`src/rtl/axi4l_gpio_if.sv`:
```
// ============================================================================
//  Module   : axi4l_if
//  Purpose  : 32-bit AXI4-Lite bundle shared by masters and slaves.
//  Revision : 1.0
// ============================================================================
`default_nettype none

interface axi4l_if (
    input logic aclk,
    input logic aresetn
);
    logic [31:0] awaddr;
    logic [2:0]  awprot;
    logic        awvalid;
    logic        awready;
    logic [31:0] wdata;
    logic [3:0]  wstrb;
    logic        wvalid;
    logic        wready;
    logic [1:0]  bresp;
    logic        bvalid;
    logic        bready;
    logic [31:0] araddr;
    logic [2:0]  arprot;
    logic        arvalid;
    logic        arready;
    logic [31:0] rdata;
    logic [1:0]  rresp;
    logic        rvalid;
    logic        rready;

    modport slave (
        input  aclk, aresetn,
        input  awaddr, awprot, awvalid, output awready,
        input  wdata, wstrb, wvalid,    output wready,
        output bresp, bvalid,           input  bready,
        input  araddr, arprot, arvalid, output arready,
        output rdata, rresp, rvalid,    input  rready
    );

    modport master (
        input  aclk, aresetn,
        output awaddr, awprot, awvalid, input  awready,
        output wdata, wstrb, wvalid,    input  wready,
        input  bresp, bvalid,           output bready,
        output araddr, arprot, arvalid, input  arready,
        input  rdata, rresp, rvalid,    output rready
    );
endinterface

`default_nettype wire

```
`src/rtl/axi4l_gpio.sv`:
```
// ============================================================================
//  Module   : axi4l_gpio
//  Purpose  : AXI4-Lite GPIO: output register, synchronised/debounced inputs,
//             edge-detect sticky status with level interrupt.
//             Define AXI4L_GPIO_DEBOUNCE_EN to build the input debouncers.
//  Revision : 1.0
// ============================================================================
`default_nettype none

module axi4l_gpio #(
    parameter int NO         = 4,
    parameter int NI         = 8,
    parameter int DEB_CYCLES = 100000
) (
    input  logic          clk,
    input  logic          rst_n,
    axi4l_if.slave        axi,
    input  logic [NI-1:0] gpio_i,
    output logic [NO-1:0] gpio_o,
    output logic          irq
);

    localparam logic [11:0] c_off_out     = 12'h000;
    localparam logic [11:0] c_off_in      = 12'h004;
    localparam logic [11:0] c_off_irq_en  = 12'h008;
    localparam logic [11:0] c_off_status  = 12'h00C;
    localparam logic [11:0] c_off_rise_en = 12'h010;
    localparam logic [11:0] c_off_fall_en = 12'h014;
    localparam logic [1:0]  c_resp_okay   = 2'b00;
    localparam logic [1:0]  c_resp_slverr = 2'b10;

    // ------------------------------------------------------------------
    // Registers
    // ------------------------------------------------------------------
    logic          r_live;
    logic [NO-1:0] r_out;
    logic [NI-1:0] r_irq_en;
    logic [NI-1:0] r_rise_en;
    logic [NI-1:0] r_fall_en;
    logic [NI-1:0] r_status;
    logic [NI-1:0] r_in;
    logic [NI-1:0] r_in_prev;
    logic [NI-1:0] r_sync1;
    logic [NI-1:0] r_sync2;
    logic          r_irq;
    logic          r_bvalid;
    logic [1:0]    r_bresp;
    logic          r_rvalid;
    logic [1:0]    r_rresp;
    logic [31:0]   r_rdata;

    // ------------------------------------------------------------------
    // Write channel
    // ------------------------------------------------------------------
    logic        w_wr_hs;
    logic        w_wr_ok;
    logic        w_we_out;
    logic        w_we_irq_en;
    logic        w_we_status;
    logic        w_we_rise_en;
    logic        w_we_fall_en;
    logic [31:0] w_wmask;
    logic [31:0] w_wr_bits;

    // r_live keeps the readies low while reset is asserted.
    assign w_wr_hs     = r_live & axi.awvalid & axi.wvalid & ~r_bvalid;
    assign axi.awready = w_wr_hs;
    assign axi.wready  = w_wr_hs;
    assign axi.bvalid  = r_bvalid;
    assign axi.bresp   = r_bresp;

    assign w_wmask   = {{8{axi.wstrb[3]}}, {8{axi.wstrb[2]}},
                        {8{axi.wstrb[1]}}, {8{axi.wstrb[0]}}};
    assign w_wr_bits = axi.wdata & w_wmask;

    always_comb begin
        w_wr_ok      = 1'b0;
        w_we_out     = 1'b0;
        w_we_irq_en  = 1'b0;
        w_we_status  = 1'b0;
        w_we_rise_en = 1'b0;
        w_we_fall_en = 1'b0;
        case (axi.awaddr[11:0])
            c_off_out:     begin w_wr_ok = 1'b1; w_we_out     = w_wr_hs; end
            c_off_in:      begin w_wr_ok = 1'b1;                         end
            c_off_irq_en:  begin w_wr_ok = 1'b1; w_we_irq_en  = w_wr_hs; end
            c_off_status:  begin w_wr_ok = 1'b1; w_we_status  = w_wr_hs; end
            c_off_rise_en: begin w_wr_ok = 1'b1; w_we_rise_en = w_wr_hs; end
            c_off_fall_en: begin w_wr_ok = 1'b1; w_we_fall_en = w_wr_hs; end
            default:       begin w_wr_ok = 1'b0;                         end
        endcase
    end

    always_ff @(posedge clk or negedge rst_n) begin
        if (!rst_n) begin
            r_live   <= 1'b0;
            r_bvalid <= 1'b0;
            r_bresp  <= c_resp_okay;
        end else begin
            r_live <= 1'b1;
            if (w_wr_hs) begin
                r_bvalid <= 1'b1;
                r_bresp  <= w_wr_ok ? c_resp_okay : c_resp_slverr;
            end else if (axi.bready) begin
                r_bvalid <= 1'b0;
            end
        end
    end

    // ------------------------------------------------------------------
    // Read channel
    // ------------------------------------------------------------------
    logic        w_ar_rdy;
    logic        w_rd_hs;
    logic        w_rd_ok;
    logic [31:0] w_rd_data;

    // A pending response being accepted this cycle frees the slot, so
    // reads stream one per cycle while rready is held.
    assign w_ar_rdy    = r_live & (~r_rvalid | axi.rready);
    assign w_rd_hs     = w_ar_rdy & axi.arvalid;
    assign axi.arready = w_ar_rdy;
    assign axi.rvalid  = r_rvalid;
    assign axi.rresp   = r_rresp;
    assign axi.rdata   = r_rdata;

    always_comb begin
        w_rd_data = '0;
        w_rd_ok   = 1'b1;
        case (axi.araddr[11:0])
            c_off_out:     w_rd_data[NO-1:0] = r_out;
            c_off_in:      w_rd_data[NI-1:0] = r_in;
            c_off_irq_en:  w_rd_data[NI-1:0] = r_irq_en;
            c_off_status:  w_rd_data[NI-1:0] = r_status;
            c_off_rise_en: w_rd_data[NI-1:0] = r_rise_en;
            c_off_fall_en: w_rd_data[NI-1:0] = r_fall_en;
            default:       w_rd_ok = 1'b0;
        endcase
    end

    always_ff @(posedge clk or negedge rst_n) begin
        if (!rst_n) begin
            r_rvalid <= 1'b0;
            r_rresp  <= c_resp_okay;
            r_rdata  <= '0;
        end else if (w_rd_hs) begin
            r_rvalid <= 1'b1;
            r_rresp  <= w_rd_ok ? c_resp_okay : c_resp_slverr;
            r_rdata  <= w_rd_data;
        end else if (axi.rready) begin
            r_rvalid <= 1'b0;
        end
    end

    // ------------------------------------------------------------------
    // Input path: synchroniser, optional debouncer
    // ------------------------------------------------------------------
    always_ff @(posedge clk or negedge rst_n) begin
        if (!rst_n) begin
            r_sync1 <= '0;
            r_sync2 <= '0;
        end else begin
            r_sync1 <= gpio_i;
            r_sync2 <= r_sync1;
        end
    end

`ifdef AXI4L_GPIO_DEBOUNCE_EN
    localparam int             c_cnt_w    = $clog2(DEB_CYCLES + 1);
    localparam logic [c_cnt_w-1:0] c_cnt_last = c_cnt_w'(DEB_CYCLES - 1);

    logic [c_cnt_w-1:0] r_cnt [NI];

    // Counting runs only while the synchronised bit disagrees with IN;
    // any return to agreement restarts the stability window.
    always_ff @(posedge clk or negedge rst_n) begin
        if (!rst_n) begin
            r_in <= '0;
            for (int i = 0; i < NI; i++) begin
                r_cnt[i] <= '0;
            end
        end else begin
            for (int i = 0; i < NI; i++) begin
                if (r_sync2[i] == r_in[i]) begin
                    r_cnt[i] <= '0;
                end else if (r_cnt[i] == c_cnt_last) begin
                    r_cnt[i] <= '0;
                    r_in[i]  <= r_sync2[i];
                end else begin
                    r_cnt[i] <= r_cnt[i] + 1'b1;
                end
            end
        end
    end
`else
    always_ff @(posedge clk or negedge rst_n) begin
        if (!rst_n) begin
            r_in <= '0;
        end else begin
            r_in <= r_sync2;
        end
    end
`endif

    // ------------------------------------------------------------------
    // Control registers, edge detect, status and interrupt
    // ------------------------------------------------------------------
    logic [NI-1:0] w_set;
    logic [NI-1:0] w_clr;

    assign w_set = (r_in & ~r_in_prev & r_rise_en) | (~r_in & r_in_prev & r_fall_en);
    assign w_clr = w_we_status ? w_wr_bits[NI-1:0] : '0;

    always_ff @(posedge clk or negedge rst_n) begin
        if (!rst_n) begin
            r_out     <= '0;
            r_irq_en  <= '0;
            r_rise_en <= '0;
            r_fall_en <= '0;
            r_status  <= '0;
            r_in_prev <= '0;
            r_irq     <= 1'b0;
        end else begin
            if (w_we_out) begin
                r_out <= (r_out & ~w_wmask[NO-1:0]) | w_wr_bits[NO-1:0];
            end
            if (w_we_irq_en) begin
                r_irq_en <= (r_irq_en & ~w_wmask[NI-1:0]) | w_wr_bits[NI-1:0];
            end
            if (w_we_rise_en) begin
                r_rise_en <= (r_rise_en & ~w_wmask[NI-1:0]) | w_wr_bits[NI-1:0];
            end
            if (w_we_fall_en) begin
                r_fall_en <= (r_fall_en & ~w_wmask[NI-1:0]) | w_wr_bits[NI-1:0];
            end
            // New edges take priority over a coincident clear.
            r_status  <= (r_status & ~w_clr) | w_set;
            r_in_prev <= r_in;
            r_irq     <= |(r_status & r_irq_en);
        end
    end

    assign gpio_o = r_out;
    assign irq    = r_irq;

    logic w_unused;
    assign w_unused = ^{axi.aclk, axi.aresetn, axi.awaddr[31:12], axi.araddr[31:12],
                        axi.awprot, axi.arprot, w_wmask, w_wr_bits};

endmodule

`default_nettype wire

```
`src/flat_wrapper.sv`:
```
// flat-port wrapper written by rule: the top's interface ports become plain ports
module axi4l_gpio_flat 
#(
    parameter int NO         = 4,
    parameter int NI         = 8,
    parameter int DEB_CYCLES = 100000
)
  (clk, rst_n, gpio_i, gpio_o, irq, aclk, aresetn, axi_awaddr, axi_awprot, axi_awvalid, axi_awready, axi_wdata, axi_wstrb, axi_wvalid, axi_wready, axi_bresp, axi_bvalid, axi_bready, axi_araddr, axi_arprot, axi_arvalid, axi_arready, axi_rdata, axi_rresp, axi_rvalid, axi_rready);
  axi4l_if axi_i (.aclk(aclk), .aresetn(aresetn));
  input  logic clk;
  input  logic rst_n;
  input  logic [NI-1:0] gpio_i;
  output logic [NO-1:0] gpio_o;
  output logic irq;
  input wire logic aclk;
  input wire logic aresetn;
  input wire logic [$bits(axi_i.awaddr)-1:0] axi_awaddr;
  input wire logic [$bits(axi_i.awprot)-1:0] axi_awprot;
  input wire logic [$bits(axi_i.awvalid)-1:0] axi_awvalid;
  output wire logic [$bits(axi_i.awready)-1:0] axi_awready;
  input wire logic [$bits(axi_i.wdata)-1:0] axi_wdata;
  input wire logic [$bits(axi_i.wstrb)-1:0] axi_wstrb;
  input wire logic [$bits(axi_i.wvalid)-1:0] axi_wvalid;
  output wire logic [$bits(axi_i.wready)-1:0] axi_wready;
  output wire logic [$bits(axi_i.bresp)-1:0] axi_bresp;
  output wire logic [$bits(axi_i.bvalid)-1:0] axi_bvalid;
  input wire logic [$bits(axi_i.bready)-1:0] axi_bready;
  input wire logic [$bits(axi_i.araddr)-1:0] axi_araddr;
  input wire logic [$bits(axi_i.arprot)-1:0] axi_arprot;
  input wire logic [$bits(axi_i.arvalid)-1:0] axi_arvalid;
  output wire logic [$bits(axi_i.arready)-1:0] axi_arready;
  output wire logic [$bits(axi_i.rdata)-1:0] axi_rdata;
  output wire logic [$bits(axi_i.rresp)-1:0] axi_rresp;
  output wire logic [$bits(axi_i.rvalid)-1:0] axi_rvalid;
  input wire logic [$bits(axi_i.rready)-1:0] axi_rready;
  assign axi_i.awaddr = axi_awaddr;
  assign axi_i.awprot = axi_awprot;
  assign axi_i.awvalid = axi_awvalid;
  assign axi_awready = axi_i.awready;
  assign axi_i.wdata = axi_wdata;
  assign axi_i.wstrb = axi_wstrb;
  assign axi_i.wvalid = axi_wvalid;
  assign axi_wready = axi_i.wready;
  assign axi_bresp = axi_i.bresp;
  assign axi_bvalid = axi_i.bvalid;
  assign axi_i.bready = axi_bready;
  assign axi_i.araddr = axi_araddr;
  assign axi_i.arprot = axi_arprot;
  assign axi_i.arvalid = axi_arvalid;
  assign axi_arready = axi_i.arready;
  assign axi_rdata = axi_i.rdata;
  assign axi_rresp = axi_i.rresp;
  assign axi_rvalid = axi_i.rvalid;
  assign axi_i.rready = axi_rready;
  axi4l_gpio #(.NO(NO), .NI(NI), .DEB_CYCLES(DEB_CYCLES)) u_core (.clk(clk), .rst_n(rst_n), .axi(axi_i), .gpio_i(gpio_i), .gpio_o(gpio_o), .irq(irq));
endmodule
```
`config.mk`:
```
export PLATFORM = sky130hd
export DESIGN_NAME = axi4l_gpio_flat
export DESIGN_NICKNAME = d
export VERILOG_FILES = /design/src/rtl/axi4l_gpio_if.sv /design/src/rtl/axi4l_gpio.sv /design/src/flat_wrapper.sv
export SDC_FILE = /design/constraint.sdc
export NUM_CORES = 1
export LEC_CHECK = 0
export ABC_CLOCK_PERIOD_IN_PS = 2460
export BUFFER_PORTS_ARGS = -buffer_cell sky130_fd_sc_hd__buf_4
export CORE_AREA = 2 2 101 103
export CTS_CLUSTER_DIAMETER = 60
export CTS_CLUSTER_SIZE = 12
export DETAILED_ROUTE_END_ITERATION = 16
export DIE_AREA = 0 0 103 105
export GPL_TIMING_DRIVEN = 0
export PLACE_DENSITY = 0.77
export RECOVER_POWER = 25
export REMOVE_ABC_BUFFERS = 1
export SLEW_MARGIN = 20
export SYNTH_ARGS = -nofsm -noshare
export SYNTH_HDL_FRONTEND = slang
export SYNTH_SLANG_ARGS = --single-unit
```
`constraint.sdc`:
```
create_clock -name clk -period 2.46 [get_ports clk]
set_input_delay 0.246 -clock clk [delete_from_list [all_inputs] [get_ports clk]]
set_output_delay 0.246 -clock clk [all_outputs]
set_load 0.005 [all_outputs]
```
-- After elaboration in Yosys (flattened, before gate mapping)
Index checks and enable logic that the tools add are counted.
- register bits: 84
- bits of input ports: 123
- word-level logic and storage cells: 79
- equality and inequality tests: 10
- multiplexer cells: 16
- bitwise logic cells: 30
- reduce and logical (&&, ||, !) cells: 7
- operators with widths (cell ; count):
    8-bit bitwise AND ; 10
    12-bit by 4-bit equality test with 1-bit output (second input constant) ; 4
    12-bit by 5-bit equality test with 1-bit output (second input constant) ; 4
    8-bit bitwise OR ; 5
    8-bit inverter ; 4
    12-bit by 3-bit equality test with 1-bit output (second input constant) ; 2
    12-bit zero test ; 2
    4-bit one-hot mux with 6 select lines ; 1
    4-bit one-hot mux with 5 select lines ; 1
    6-bit OR reduction ; 2
    1-bit two-way mux ; 11
    8-bit two-way mux ; 1
    8-bit OR reduction ; 1
    1-bit bitwise AND ; 5
    4-bit bitwise AND ; 1
    2-bit two-way mux ; 2
    4-bit inverter ; 1
    4-bit bitwise OR ; 1
    2-bit nonzero test ; 2
    1-bit inverter ; 2
    1-bit bitwise OR ; 1

-- Longest topological paths before layout
- depth in word-level cells: 8
- mapped depth: 6
- depth with buffers taken out: 4

-- Worst setup path before layout
Ideal clock, no wire load.
- kind: flip-flop to flip-flop
- start: register u_core.r_bvalid, in the netlist u_core.axi.bvalid
- end: register (tool-made name)
- library setup time: 0.125 ns
- data arrival time: 1.807 ns
- path slack: 0.528 ns
- stages on the path, launching flop included: 7
- buffers on the path: 2
- path through: dfrtp_1 and4b_1 buf_2 nand2_2 buf_6 nor4_4 mux2_2
- RTL lines (what ; line ; text):
    start, declared ; axi4l_gpio.sv:46 ; logic r_bvalid;
    start signal, assigned ; axi4l_gpio.sv:97 ; r_bvalid <= 1'b0;
    start signal, assigned ; axi4l_gpio.sv:102 ; r_bvalid <= 1'b1;
    start signal, assigned ; axi4l_gpio.sv:105 ; r_bvalid <= 1'b0;

==> reports/results.ini <==
[status]
outcome=finished, violations left
failed_checks=capacitance limit, slew limit

[routing]
count_of_vias_placed_by_the_detailed_router=2421
drt_wl_total_um=7360
drtAntennaViolNets=0
routed_via_density=4.89
drc_errors=0
dr.first_iter.drc_count=143
detailedRoute.firstPassIterationCount=6
post_drt_wl_per_cell_um=14.9

[synth]
synth-adder-area-share_pct=0
synth_top_family_by_area=multiplexers
post_synth.cell_area_avg_um2=12.7
synth-compound-area-share_pct=10.8
yosys.area_share.xor_xnor_pct=0
synthMuxAreaShare_pct=12.7
ys_types=40
ys.warnings.count=0
post_synth_and_or_nand_nor_area_fraction_pct=11.7
postSynthCellCount=282
seq_area_frac_synth_pct=57.2
synth-seq-cells=82
syn-cell-area_um2=3590

[worst_setup_path]
critical_path.n_buffers_inverters=0
reg2regPathDepth=4
critical_path_class=reg -> reg
crit_path_launch_type=flop
max_incr_delay_on_cp_ns=0.66
critPathTopFamily=simple AND/OR/NAND/NOR gates
crit_path_cell_trace=and4b_1 > nand2_2 > nor4b_4 > mux2_2
worst-r2r-setup-slack_ns=0.17
cp_data_arrival_time_ns=2.52
timing.critical_path.slowest_stage_cell=nor4b_4
timing.critical_path.fanout_max=12
reg2reg_from=u_core.axi.bvalid$_DFFE_PN0P_
end_kind=flop
worst_ep_required_time_ns=2.69

[sta]
fmax_mhz=436
min_period_ns=2.29
worst_slack_ns=0.169
timing_worst_slew_pin_value_ns=1.75
unrepaired_setup_endpoints_after_global_routing=false
number_of_hold_violations_in_the_final_report=0
post-route-period-util_pct=93.1
timing.final.setup_violations=0
final.setup_skew_ns=0.0119
finalMaxSlewViolations=83
maxSlewHeadroom_pct=-16.6
setup_tns_ns=0

[worst_hold_path]
hold_path_depth=2
hold_path.startpoint=axi_wdata[4]
worstHoldPathType=in -> reg

[clock_tree]
cts-root-to-sink-buffers=2
clkSinkCount=82
cts_tree=built
cts-buffers-inserted=9
cts.htree.levels=3
clock_latency_on_the_worst_skew_pair_ns=0.35
cts.root.buffer_cell=clkbuf_8
clock_edge_transition_at_the_registers_on_the_reported_setup_and_hold_paths_ns=0.08
cts_resized=0

[place]
numPortBuffers=67
dpl.hpwl_um=5130
pre_cts_ws_ns=-0.0710
final_weighted_congestion_of_routability_driven_global_placement=0.819

[cells_and_area]
seqCellArea_um2=2050
area_grow_syn2layout_pct=22.4
multi_input_area_um2=1360
finalNetCount=480
filler_cell_count=916
antenna_cell_count=0
final_layout_size_suffix_gt1_share_pct=33.4

[pwr]
total_leakage_power_nw=2.01
power-per-cell-area_nw_per_um2=576
vdd.ir_drop.worst_v=0.000209

[floorplanning]
height_of_the_die_um=105
rows=36
design.die.area_um2=10800
initial_core_util_pct=37.2
die-width_um=103
floorplan.core_area_um2=9640
io_pins=169

[global_routing]
grt_antenna_before_repair=0
largest_net_degree_at_the_start_of_global_routing=83
grt_pass1_wl_um=11700
track_usage_pct=14.3
global_route.overflow_total=0
via_count_of_the_first_global_routing_pass=2337

[flow_run]
cap_viol_max_count=1

cells in the mapped netlist (all sizes together):
master  instances  share of area, %
conb            2              0.21
nor4            4               1.5
nor2b           3              0.52
dfrtp          82                57
o21ai           3              0.42
clkbuf          4              0.42
and3b           1              0.24
inv             3              0.31
nor3b           3              0.63
a31oi           1              0.17
buf            34               6.7
nand4           1              0.17
nand3b         10               2.1
mux2           35                11
a21oi           8               1.1
o31ai           8               1.7
nand3          11               1.7
nand2          14               1.5
o22ai           4              0.70
a22o            7               1.7
a22oi          10               2.1
a221o           1              0.28
a32o            1              0.28
nor2            5              0.52
nand2b          4              0.70
nor4b           2               1.3
o221ai          2              0.49
o211ai          8               1.7
a21o            1              0.21
nor3            2              0.28
mux2i           6               1.7
and4b           1              0.28
and2            1              0.17
power by group:
group          switching, W  leakage [nW]  total [W]  internal (W)
sequential        0.0000169          1.02    0.00140       0.00138
combinational      0.000109         0.905   0.000203     0.0000948
clock              0.000459        0.0893   0.000925      0.000466
total              0.000585          2.01    0.00253       0.00194
how the worst max path moves through the flow:
stage               cells past startpoint  slack, ns   end                           from
detailed placement                      5      -0.07  flop                  axi_awaddr[9]
finish                                  4       0.17  flop  u_core.axi.bvalid$_DFFE_PN0P_
floorplan                               4       0.51  flop  u_core.axi.bvalid$_DFFE_PN0P_
global placement                        5      -0.02  flop                  axi_awaddr[9]
CTS                                     4       0.05  flop  u_core.axi.bvalid$_DFFE_PN0P_
global route                            4       0.07  flop  u_core.axi.bvalid$_DFFE_PN0P_
logic make-up after synthesis:
logic type / Yosys count
other cells: 2
simple gates: 62
buf+inv: 41
flops: 82
mux: 41
compound gates: 54
per-layer routing:
layer / global-route usage [%] / wire length (um)
met3: 4.08 / 605
met4: 6.11 / 74
met2: 22.1 / 3570
met5: 0 / 0
met1: 18.6 / 3100
final cells by class:
type / count / share of cell area [%]
clock buffers: 11 / 2.99
flip-flops and latches: 82 / 46.8
inverters: 3 / 0.257
clock inverters: 5 / 1.25
repair buffers: 77 / 13.9
multi-input cells: 184 / 31.0
well taps: 133 / 3.79
stage by stage:
step | std cells | utilization [%] | power [W] | hold WS [ns] | instance area [um2]
after floorplan | 269 | - | 0.00148 | -0.0496 | 3430
after global placement | 469 | 42.5 | 0.00161 | 0.333 | 4100
after detailed placement | 469 | 42.5 | 0.00162 | 0.335 | 4100
after CTS | 493 | 45.2 | 0.00256 | 0.0979 | 4360
after global routing | 495 | 45.5 | 0.00266 | 0.121 | 4390
final | 495 | 45.5 | 0.00253 | 0.154 | 4390
timing repair:
| action | in CTS | in global routing |
|---|---|---|
| buffers inserted | 0 | 1 |
| hold buffers | 8 | 1 |
| endpoints found under the hold margin | 8 | 73 |
| endpoints found under the setup margin | 0 | 4 |
layout by cell type, fill, tap and decap left out, types with 7 or more instances in the layout:
cell / count
conb_1: 27
dfrtp_1: 82
nand2_1: 13
a22o_1: 7
buf_4: 58
a22oi_1: 10
o211ai_1: 8
mux2_2: 33
nand3_1: 10
nand3b_1: 10
clkbuf_8: 9
dlygate4sd3_1: 9
a21oi_1: 8
o31ai_1: 8
clkbuf_4: 8
Note: power is estimated with default switching activity, not from simulation.
